$ cat src/rtl/axi_id_serializer_multi_pkg.sv
// Shared types for axi_id_serializer_multi: FSM states and default channel structs.
package axi_id_serializer_multi_pkg;

  typedef enum logic [1:0] {
    Idle,
    Drain,
    Execute
  } state_e;

  localparam int unsigned DefIdWidth = 1;

  // The id field must stay the first (most significant) member of aw/ar/b/r.
  typedef struct packed {
    logic [DefIdWidth-1:0] id;
    logic [31:0]           addr;
    logic [7:0]            len;
    logic [5:0]            atop;
  } def_aw_t;

  typedef struct packed {
    logic [DefIdWidth-1:0] id;
    logic [31:0]           addr;
    logic [7:0]            len;
  } def_ar_t;

  typedef struct packed {
    logic [31:0] data;
    logic [3:0]  strb;
    logic        last;
  } def_w_t;

  typedef struct packed {
    logic [DefIdWidth-1:0] id;
    logic [1:0]            resp;
  } def_b_t;

  typedef struct packed {
    logic [DefIdWidth-1:0] id;
    logic [31:0]           data;
    logic [1:0]            resp;
    logic                  last;
  } def_r_t;

  typedef struct packed {
    def_aw_t aw;
    logic    aw_valid;
    def_w_t  w;
    logic    w_valid;
    logic    b_ready;
    def_ar_t ar;
    logic    ar_valid;
    logic    r_ready;
  } def_req_t;

  typedef struct packed {
    logic    aw_ready;
    logic    ar_ready;
    logic    w_ready;
    def_b_t  b;
    logic    b_valid;
    def_r_t  r;
    logic    r_valid;
  } def_resp_t;

endpackage

$ cat src/rtl/axi_pkg.sv
// AXI constants used by the ID serializer: ATOP type field and response-flag bit.
package axi_pkg;

  localparam logic [1:0]  ATOP_NONE        = 2'b00;
  localparam logic [1:0]  ATOP_ATOMICSTORE = 2'b01;
  localparam logic [1:0]  ATOP_ATOMICLOAD  = 2'b10;
  localparam logic [1:0]  ATOP_ATOMICSWAP  = 2'b11;
  localparam int unsigned ATOP_R_RESP      = 32'd5;

endpackage

$ cat src/rtl/axi_id_serializer_multi_queue.sv
// Non-fall-through FIFO holding original slave IDs for one downstream ID.
module axi_id_serializer_multi_queue #(
  parameter int unsigned Depth = 1,
  parameter int unsigned Width = 1
) (
  input  logic             clk_i,
  input  logic             rst_i,
  input  logic             push,
  input  logic             pop,
  input  logic [Width-1:0] wdata,
  output logic [Width-1:0] rdata,
  output logic             full,
  output logic             empty
);

  localparam int unsigned PtrWidth = (Depth > 1) ? $clog2(Depth) : 1;
  localparam int unsigned CntWidth = $clog2(Depth + 1);

  logic [Width-1:0]    mem_q [2**PtrWidth];
  logic [PtrWidth-1:0] wr_ptr_q, rd_ptr_q;
  logic [CntWidth-1:0] cnt_q;
  logic                do_push, do_pop;

  function automatic logic [PtrWidth-1:0] ptr_inc(input logic [PtrWidth-1:0] p);
    return (p == PtrWidth'(Depth - 1)) ? '0 : p + PtrWidth'(1);
  endfunction

  assign full    = (cnt_q == CntWidth'(Depth));
  assign empty   = (cnt_q == '0);
  assign do_push = push & ~full;
  assign do_pop  = pop & ~empty;
  assign rdata   = mem_q[rd_ptr_q];

  always_ff @(posedge clk_i) begin
    if (do_push) begin
      mem_q[wr_ptr_q] <= wdata;
    end
  end

  always_ff @(posedge clk_i) begin
    if (rst_i) begin
      wr_ptr_q <= '0;
      rd_ptr_q <= '0;
      cnt_q    <= '0;
    end else begin
      if (do_push) wr_ptr_q <= ptr_inc(wr_ptr_q);
      if (do_pop)  rd_ptr_q <= ptr_inc(rd_ptr_q);
      if (do_push != do_pop) begin
        cnt_q <= do_push ? cnt_q + CntWidth'(1) : cnt_q - CntWidth'(1);
      end
    end
  end

endmodule

$ cat src/rtl/axi_id_serializer_multi.sv
// Folds slave IDs onto 2**MstIdWidth master IDs, restoring originals on B/R.
// ATOP isolation is built only with AXI_ID_SERIALIZER_MULTI_ATOP_EN defined.
//   state   | meaning
//   Idle    | normal traffic; an ATOP AW is held back
//   Drain   | AR/AW blocked until all queues empty, then the ATOP AW issues
//   Execute | AR/AW blocked until the ATOP's B (and R) responses drain
module axi_id_serializer_multi
  import axi_pkg::*;
  import axi_id_serializer_multi_pkg::*;
#(
  parameter int unsigned MaxReadTxns  = 1,
  parameter int unsigned MaxWriteTxns = 1,
  parameter int unsigned SlvIdWidth   = 1,
  parameter int unsigned MstIdWidth   = 1,
  parameter type slv_req_t  = def_req_t,
  parameter type slv_resp_t = def_resp_t,
  parameter type mst_req_t  = def_req_t,
  parameter type mst_resp_t = def_resp_t
) (
  input  logic      clk_i,
  input  logic      rst_i,
  input  slv_req_t  slv_req_i,
  output slv_resp_t slv_resp_o,
  output mst_req_t  mst_req_o,
  input  mst_resp_t mst_resp_i
);

  localparam int unsigned NumIds = 2**MstIdWidth;
  localparam int unsigned AwRest = $bits(slv_req_i.aw) - SlvIdWidth;
  localparam int unsigned ArRest = $bits(slv_req_i.ar) - SlvIdWidth;
  localparam int unsigned BRest  = $bits(mst_resp_i.b) - MstIdWidth;
  localparam int unsigned RRest  = $bits(mst_resp_i.r) - MstIdWidth;

  logic [MstIdWidth-1:0] ar_idx, aw_idx, r_idx, b_idx;
  logic [NumIds-1:0]     rd_full, rd_empty, wr_full, wr_empty, rd_pop, wr_pop;
  logic [SlvIdWidth-1:0] rd_head [NumIds];
  logic [SlvIdWidth-1:0] wr_head [NumIds];
  logic [SlvIdWidth-1:0] rd_wdata;
  logic ar_block, aw_block, aw_atop_r;
  logic ar_hs_raw, aw_hs_raw, ar_ok, aw_ok, ar_hs, aw_hs;
  logic r_ok, b_ok, r_pop, b_pop;

  assign ar_idx = slv_req_i.ar.id[MstIdWidth-1:0];
  assign aw_idx = slv_req_i.aw.id[MstIdWidth-1:0];
  assign r_idx  = mst_resp_i.r.id;
  assign b_idx  = mst_resp_i.b.id;

  assign ar_hs_raw = slv_req_i.ar_valid & mst_resp_i.ar_ready & ~rd_full[ar_idx];
  assign aw_hs_raw = slv_req_i.aw_valid & mst_resp_i.aw_ready & ~wr_full[aw_idx];
  assign ar_ok     = ~rd_full[ar_idx] & ~ar_block;
  assign aw_ok     = ~wr_full[aw_idx] & ~aw_block;
  assign ar_hs     = ar_hs_raw & ~ar_block;
  assign aw_hs     = aw_hs_raw & ~aw_block;

  assign r_ok  = ~rd_empty[r_idx];
  assign b_ok  = ~wr_empty[b_idx];
  assign r_pop = mst_resp_i.r_valid & slv_req_i.r_ready & r_ok & mst_resp_i.r.last;
  assign b_pop = mst_resp_i.b_valid & slv_req_i.b_ready & b_ok;

  // AR and an ATOP's read entry never push in the same cycle (AR is blocked then).
  assign rd_wdata = ar_hs ? slv_req_i.ar.id : slv_req_i.aw.id;

  always_comb begin
    mst_req_o          = '0;
    mst_req_o.aw       = {aw_idx, slv_req_i.aw[AwRest-1:0]};
`ifndef AXI_ID_SERIALIZER_MULTI_ATOP_EN
    mst_req_o.aw.atop  = '0;
`endif
    mst_req_o.aw_valid = slv_req_i.aw_valid & aw_ok;
    mst_req_o.w        = slv_req_i.w;
    mst_req_o.w_valid  = slv_req_i.w_valid;
    mst_req_o.b_ready  = slv_req_i.b_ready & b_ok;
    mst_req_o.ar       = {ar_idx, slv_req_i.ar[ArRest-1:0]};
    mst_req_o.ar_valid = slv_req_i.ar_valid & ar_ok;
    mst_req_o.r_ready  = slv_req_i.r_ready & r_ok;

    slv_resp_o          = '0;
    slv_resp_o.aw_ready = mst_resp_i.aw_ready & aw_ok;
    slv_resp_o.ar_ready = mst_resp_i.ar_ready & ar_ok;
    slv_resp_o.w_ready  = mst_resp_i.w_ready;
    slv_resp_o.b        = {wr_head[b_idx], mst_resp_i.b[BRest-1:0]};
    slv_resp_o.b_valid  = mst_resp_i.b_valid & b_ok;
    slv_resp_o.r        = {rd_head[r_idx], mst_resp_i.r[RRest-1:0]};
    slv_resp_o.r_valid  = mst_resp_i.r_valid & r_ok;
  end

  for (genvar i = 0; i < NumIds; i++) begin : gen_queues
    logic rd_push, wr_push;

    assign rd_push   = (ar_hs & (ar_idx == MstIdWidth'(i))) |
                       (aw_hs & aw_atop_r & (aw_idx == MstIdWidth'(i)));
    assign wr_push   = aw_hs & (aw_idx == MstIdWidth'(i));
    assign rd_pop[i] = r_pop & (r_idx == MstIdWidth'(i));
    assign wr_pop[i] = b_pop & (b_idx == MstIdWidth'(i));

    axi_id_serializer_multi_queue #(
      .Depth (MaxReadTxns),
      .Width (SlvIdWidth)
    ) i_rd_queue (
      .clk_i (clk_i),
      .rst_i (rst_i),
      .push  (rd_push),
      .pop   (rd_pop[i]),
      .wdata (rd_wdata),
      .rdata (rd_head[i]),
      .full  (rd_full[i]),
      .empty (rd_empty[i])
    );

    axi_id_serializer_multi_queue #(
      .Depth (MaxWriteTxns),
      .Width (SlvIdWidth)
    ) i_wr_queue (
      .clk_i (clk_i),
      .rst_i (rst_i),
      .push  (wr_push),
      .pop   (wr_pop[i]),
      .wdata (slv_req_i.aw.id),
      .rdata (wr_head[i]),
      .full  (wr_full[i]),
      .empty (wr_empty[i])
    );
  end

`ifdef AXI_ID_SERIALIZER_MULTI_ATOP_EN
  state_e state_q, state_d;
  logic   aw_is_atop, all_empty, drained;

  assign aw_is_atop = (slv_req_i.aw.atop[5:4] != ATOP_NONE);
  assign aw_atop_r  = aw_is_atop & slv_req_i.aw.atop[ATOP_R_RESP];
  assign all_empty  = &{rd_empty, wr_empty};
  // In Execute only the ATOP's own entries remain, so one pop empties a queue.
  assign drained    = &{rd_empty | rd_pop, wr_empty | wr_pop};

  always_ff @(posedge clk_i) begin
    if (rst_i) state_q <= Idle;
    else       state_q <= state_d;
  end

  always_comb begin
    state_d  = state_q;
    ar_block = 1'b0;
    aw_block = 1'b0;
    case (state_q)
      Idle: begin
        aw_block = aw_is_atop;
        if (slv_req_i.aw_valid && aw_is_atop && (!slv_req_i.ar_valid || ar_hs_raw)) begin
          state_d = Drain;
        end
      end
      Drain: begin
        ar_block = 1'b1;
        aw_block = ~all_empty;
        if (aw_hs_raw && all_empty) state_d = Execute;
      end
      Execute: begin
        if (drained) begin
          state_d  = Idle;
          aw_block = aw_is_atop;
        end else begin
          ar_block = 1'b1;
          aw_block = 1'b1;
        end
      end
      default: state_d = Idle;
    endcase
  end
`else
  assign ar_block  = 1'b0;
  assign aw_block  = 1'b0;
  assign aw_atop_r = 1'b0;
`endif

endmodule

$ cat config.mk
export PLATFORM = sky130hd
export DESIGN_NAME = axi_id_serializer_multi
export DESIGN_NICKNAME = d
export VERILOG_FILES = /design/src/rtl/axi_id_serializer_multi_pkg.sv /design/src/rtl/axi_pkg.sv /design/src/rtl/axi_id_serializer_multi_queue.sv /design/src/rtl/axi_id_serializer_multi.sv
export SDC_FILE = /design/constraint.sdc
export NUM_CORES = 1
export LEC_CHECK = 0
export ABC_AREA = 1
export BUFFER_PORTS_ARGS = -buffer_cell sky130_fd_sc_hd__buf_4
export CAP_MARGIN = 10
export CORE_AREA = 2 2 137 139
export DETAILED_ROUTE_END_ITERATION = 8
export DIE_AREA = 0 0 139 141
export SYNTH_ARGS = -nofsm -noshare
export SYNTH_HDL_FRONTEND = slang
export SYNTH_SLANG_ARGS = --single-unit
$ cat constraint.sdc
create_clock -name clk_i -period 3.1 [get_ports clk_i]
set_input_delay 0 -clock clk_i [delete_from_list [all_inputs] [get_ports clk_i]]
set_output_delay 0 -clock clk_i [all_outputs]
set_load 0.02 [all_outputs]
==> flow_metrics.py, run 1 <==
metrics = {
    "outcome": {
        "status": "finished, violations left",
        "violations": "hold timing",
    },
    "floorplan": {
        "die_w_um": 139,
        "die_area_mm2": 0.0196,
        "initial_core_util": 0.0946,
        "pin_count": 350,
        "coreArea_mm2": 0.0183,
        "rows": 50,
        "fp.dieH_um": 141,
    },
    "routing": {
        "routedWlPerCell_um": 13.6,
        "antenna_left": 0,
        "drt_pass1_iterations": 3,
        "vias_per_cell": 2.49,
        "drcViolationCount": 0,
        "vias": 859,
        "initialDrtViolationCount": 19,
        "routed_wl_mm": 4.69,
    },
    "clocking": {
        "h-tree-depth": 1,
        "clk_latency_ns": 0.24,
        "cts_resized": 0,
        "cts_root_buffer": "clkbuf_16",
        "cts_setup_buffers": 0,
        "path_clk_slew_ns": 0.04,
        "clockBufferDepth": 2,
        "cts.sinks": 8,
        "cts_inserted_buffers": 3,
        "hold_buffers": 0,
        "cts_tree": "built",
    },
    "cells_and_area": {
        "antennaDiodeCount": 0,
        "seq_area_um2": 200,
        "fin_nets": 289,
        "fillerInstances": 2186,
        "area_growth_pct": -37.1,
        "multi_input_area_um2": 229,
        "drive_gt1_frac": 0.315,
    },
    "sta": {
        "tns_ns": 0,
        "setup_viol": 0,
        "skew_ns": 0.000439,
        "finalCriticalPeriod_ns": 1.07,
        "whs_ns": -0.0121,
        "finalMaxSlewViolations": 0,
        "rsz0062_at_grt": "false",
        "layout_worst_path_cycle_share": 0.346,
        "hold_viol": 3,
        "clock.fmax_mhz": 931,
        "fin_ws_ns": 2.03,
    },
    "place": {
        "hpwlAfterDp_mm": 3.92,
        "dp_slack_ns": 2.02,
        "io_buffers": 27,
        "gp_congestion": 0.630,
    },
    "yosys": {
        "postSynthCellCount": 240,
        "yosys.area.top_type": "buf_4",
        "synth_top_area_share": 0.713,
        "syn_avg_cell_area_um2": 7.20,
        "synth_area_leaders": "buf_4, edfxtp_1, dfxtp_1, inv_1, nand2_1",
        "synth-seq-area-share": 0.116,
        "synth_cell_types": 17,
        "yosys_warnings": 0,
        "synth_seq_cells": 8,
        "syn_area_mm2": 0.00173,
    },
    "power": {
        "leakage_nw": 0.473,
        "peakVddDrop_v": 0.000114,
        "pwr_density_cell_mw_per_mm2": 390,
    },
    "global_route": {
        "antenna_found_initial": 0,
        "grt_pass1_wl_mm": 5.69,
        "grt_overflow": 0,
        "track_usage": 0.0432,
        "grt_pass1_vias": 837,
        "grt_start_max_net_pins": 8,
    },
    "min_path": {
        "hold_class": "in -> reg",
    },
    "job": {
        "max-cap-violations": 0,
    },
    "critical_path": {
        "path_max_fanout": 3,
        "cp-end-kind": "flop",
        "cp.arrival_ns": 1.05,
        "crit_required_ns": 3.08,
        "critPathLaunchType": "flop",
        "crit_type": "reg -> reg",
    },
}
cells in the mapped netlist:
cell / n
a21oi_1: 3
a31oi_1: 1
buf_4: 164
conb_1: 1
dfxtp_1: 4
edfxtp_1: 4
inv_1: 21
inv_2: 2
nand2_1: 15
nand2_2: 1
nand3_1: 3
nand4_1: 3
nor2_1: 13
nor2_4: 1
nor3_1: 1
o21ai_2: 1
o31ai_1: 2
report_power, final:
part | switching, mW | total (mW) | internal [mW] | leakage [nW]
Sequential | 0.00249 | 0.119 | 0.116 | 0.0694
Combinational | 0.0487 | 0.0810 | 0.0322 | 0.367
Clock | 0.0569 | 0.224 | 0.167 | 0.0370
registers in the layout, indices dropped and copies added (netlist names):
register	flops
gen_queues.i_rd_queue.mem_q	2
gen_queues.i_wr_queue.full	2
gen_queues.i_wr_queue.mem_q	2
gen_queues.i_rd_queue.full	2
final timing paths:
kind / start / endpoint / slack [ns] / cells past startpoint
worst min register to register: gen_queues[0].i_wr_queue.full$_SDFFE_PP0P_ / gen_queues[0].i_wr_queue.full$_SDFFE_PP0P_ / 0.48 / 2
worst max-delay path: gen_queues[0].i_rd_queue.full$_SDFFE_PP0P_ / gen_queues[1].i_rd_queue.mem_q[0]$_DFFE_PP_ / 2.03 / 8
worst min-delay path: rst_i / gen_queues[0].i_wr_queue.full$_SDFFE_PP0P_ / -0.01 / 2
worst max register to register: gen_queues[0].i_rd_queue.full$_SDFFE_PP0P_ / gen_queues[1].i_rd_queue.mem_q[0]$_DFFE_PP_ / 2.03 / 8
metrics by stage:
stage | area (um2) | power, mW | utilization | cells | hold WS, ns
final | 1090 | 0.424 | 0.0595 | 345 | -0.0121
after global routing | 1090 | 0.446 | 0.0595 | 345 | 0.0000292
after CTS | 1090 | 0.437 | 0.0595 | 345 | 0.000137
after detailed placement | 1010 | 0.203 | 0.0553 | 342 | 0.000137
after global placement | 1010 | 0.203 | 0.0553 | 342 | 0.000137
after floorplan | 1750 | 0.463 | - | 245 | 0.0691
cell type report:
class / instances / share of cell area
Clock buffer: 3 / 0.0691
Sequential cell: 8 / 0.184
Timing Repair Buffer: 27 / 0.187
Tap cell: 234 / 0.270
Multi-Input combinational cell: 50 / 0.211
Inverter: 23 / 0.0795
critical path, cell delays in order (launching register included):
cell and delay, ns:
dfxtp_1 0.32, inv_1 0.05, nand2_1 0.05, o21ai_2 0.07, inv_2 0.07, nor2_4 0.09
nand2_1 0.06, nand2_1 0.05, nand2_1 0.06
logic make-up after synthesis:
| logic type | Yosys count | synth area share |
|---|---|---|
| buf+inv | 187 | 0.762 |
| simple gates | 37 | 0.0934 |
| flops | 8 | 0.116 |
| compound gates | 7 | 0.0261 |
| other cells | 1 | 0.00217 |
layer usage:
layer  up-vias  share of wire  track usage
li1        293              -            -
met4         2           0.16       0.0734
met3        96           0.26       0.0486
met5         -          0.011       0.0175
met1       292           0.19       0.0218
met2       176           0.38       0.0542
cell usage in the layout, fill, tap and decap left out, drive strengths merged:
| cell | instances |
|---|---|
| a21oi | 3 |
| a31oi | 1 |
| buf | 27 |
| clkbuf | 3 |
| conb | 6 |
| dfxtp | 4 |
| edfxtp | 4 |
| inv | 23 |
| nand2 | 16 |
| nand3 | 3 |
| nand4 | 3 |
| nor2 | 14 |
| nor3 | 1 |
| o21ai | 1 |
| o31ai | 2 |
Power figures use the tool's default switching activity.
==> run 2, diff against run 1 <==
Clock period 3.1 ns to 1 ns, I/O delays scaled along.
==> run 2 against run 1 <==
The run ends with setup timing left. Design area grew 15%. Hold slack gained 0.012 ns. Clock power grew to 3.1 times the previous value. Die area is the same. Non-clock buffer count grew 8. Combinational power grew to 4.0 times the previous value. Total power grew to 3.3 times the previous value. Critical path type is now reg -> out. Critical endpoint is now mst_req_o[1]. Largest power group unchanged.
==> flow_metrics.py, run 2 (synthesized netlist as in run 1, its figures left out) <==
metrics = {
    "outcome": {
        "status": "finished, violations left",
        "violations": "setup timing",
    },
    "clocking": {
        "clockBufferDepth": 2,
        "cts_tree": "built",
        "cts.sinks": 8,
        "path_clk_slew_ns": 0.04,
        "cts_inserted_buffers": 3,
        "cts_root_buffer": "clkbuf_16",
        "h-tree-depth": 1,
        "clk_latency_ns": 0.24,
    },
    "job": {
        "max-cap-violations": 0,
    },
    "cells_and_area": {
        "antennaDiodeCount": 0,
        "drive_gt1_frac": 0.504,
        "fillerInstances": 2177,
        "final_common_cell": "buf_4",
        "fin_nets": 297,
        "area_growth_pct": -27.9,
        "layout_common_cells": "buf_4, inv_1, nand2_1",
    },
    "sta": {
        "rsz0062_at_grt": "true",
        "skew_ns": 0.000222,
        "hold_viol": 0,
        "finalCriticalPeriod_ns": 1.08,
        "setup_viol": 10,
        "fin_ws_ns": -0.0837,
        "layout_worst_path_cycle_share": 1.08,
        "finalMaxSlewViolations": 0,
        "clock.fmax_mhz": 923,
    },
    "routing": {
        "vias_per_cell": 2.40,
        "drcViolationCount": 0,
        "initialDrtViolationCount": 20,
        "drt_pass1_iterations": 2,
        "vias": 848,
        "antenna_left": 0,
        "routedWlPerCell_um": 13.2,
        "routed_wl_mm": 4.66,
    },
    "floorplan": {
        "initial_core_util": 0.0946,
        "fp.dieH_um": 141,
        "die_w_um": 139,
        "coreArea_mm2": 0.0183,
        "rows": 50,
        "pin_count": 350,
        "die_area_mm2": 0.0196,
    },
    "critical_path": {
        "r2r-start": "gen_queues[0].i_rd_queue.full$_SDFFE_PP0P_",
        "cp-end-kind": "output pin",
        "path_max_fanout": 3,
        "critPathLaunchType": "flop",
        "cp.arrival_ns": 1.08,
        "crit_type": "reg -> out",
        "crit_required_ns": 1.00,
        "crit_start": "gen_queues[0].i_rd_queue.full$_SDFFE_PP0P_",
    },
    "global_route": {
        "grt_pass1_vias": 843,
        "grt_overflow": 0,
        "antenna_found_initial": 0,
        "track_usage": 0.0445,
        "grt_start_max_net_pins": 8,
        "grt_pass1_wl_mm": 5.87,
    },
    "power": {
        "power_frac_seq": 0.267,
        "p_switching_mw": 0.364,
        "switching_share": 0.263,
        "combPwrFrac": 0.233,
        "peakVddDrop_v": 0.000345,
        "intPower_mw": 1.02,
        "clockPowerShare": 0.500,
        "pwr_density_cell_mw_per_mm2": 1110,
        "leakage_nw": 0.535,
        "power_mw": 1.39,
    },
    "place": {
        "hpwlAfterDp_mm": 3.82,
        "gp_congestion": 0.655,
        "dp_slack_ns": -0.0539,
        "io_buffers": 27,
    },
    "min_path": {
        "min-delay-start": "slv_req_i[70]",
        "hold_class": "in -> out",
    },
}
-- run 2: changes by cell type in the layout (fill, tap and decap cells not counted), moves of 3 or more --
cell,change
buf_6,+8
nand2_1,-3
dfxtp_2,+3
nor2_2,+4
dfxtp_1,-4
nor2_1,-8
inv_1,-3
nor2_4,+4
-- run 2: power groups by stage --
stage / clock, mW / sequential, mW / combinational [mW]
3_3_place_gp: 0 / 0.373 / 0.274
5_1_grt: 0.747 / 0.372 / 0.353
4_1_cts: 0.732 / 0.370 / 0.308
6_report: 0.693 / 0.370 / 0.323
3_5_place_dp: 0 / 0.373 / 0.275
2_1_floorplan: 0 / 0.372 / 1.06
-- run 2: final timing paths --
check	end	slack (ns)	depth (start not counted)
setup / recovery	mst_req_o[1]	-0.08	7
hold reg to reg	gen_queues[1].i_wr_queue.full$_SDFFE_PP0P_	0.49	2
setup reg to reg	gen_queues[1].i_rd_queue.mem_q[0]$_DFFE_PP_	-0.08	6
hold / removal	mst_req_o[70]	0.000008	0
-- run 2: what timing repair did --
action / CTS / global route
hold buffers: 1 / 0
buffers inserted: 2 / 1
endpoints found under the setup margin: 12 / 13
gates resized for setup: 18 / 15
pin swaps: 6 / 6
endpoints found under the hold margin: 1 / 0
-- run 2: cell type report --
type,instances,area (um2),share of cell area
inverter,23,88.8,0.0713
clock buffer,3,75.1,0.0602
tap,234,293,0.235
multi-input combinational,50,287,0.230
sequential,8,208,0.167
timing repair buffer,35,295,0.237
-- run 2: critical path, cell delays in order (launching register included) --
cell and delay [ns]:
dfxtp_2 0.32, inv_2 0.04, nand2_2 0.04, o21ai_2 0.06, inv_2 0.07, nor2_4 0.11, buf_6 0.11, buf_6 0.10
-- run 2: layer usage --
metal	global-route usage	wire (um)	part of all wire	vias up
li1	-	-	-	309
met1	0.0245	891	0.19	292
met2	0.0542	1840	0.39	156
met3	0.0482	1170	0.25	91
met4	0.0797	756	0.16	0
met5	0	0	0	-
-- run 2: metrics by stage --
stage | utilization | area, um2 | TNS (ns) | cells | hold WS (ns)
2_1_floorplan | - | 1750 | -0.306 | 245 | 0.0617
3_3_place_gp | 0.0571 | 1040 | -0.0854 | 346 | 0.000137
3_5_place_dp | 0.0571 | 1040 | -0.160 | 346 | 0.000137
4_1_cts | 0.0653 | 1190 | -0.805 | 352 | 0.000137
5_1_grt | 0.0682 | 1250 | -1.37 | 353 | 0.0000296
6_report | 0.0682 | 1250 | -0.477 | 353 | 0.00000778
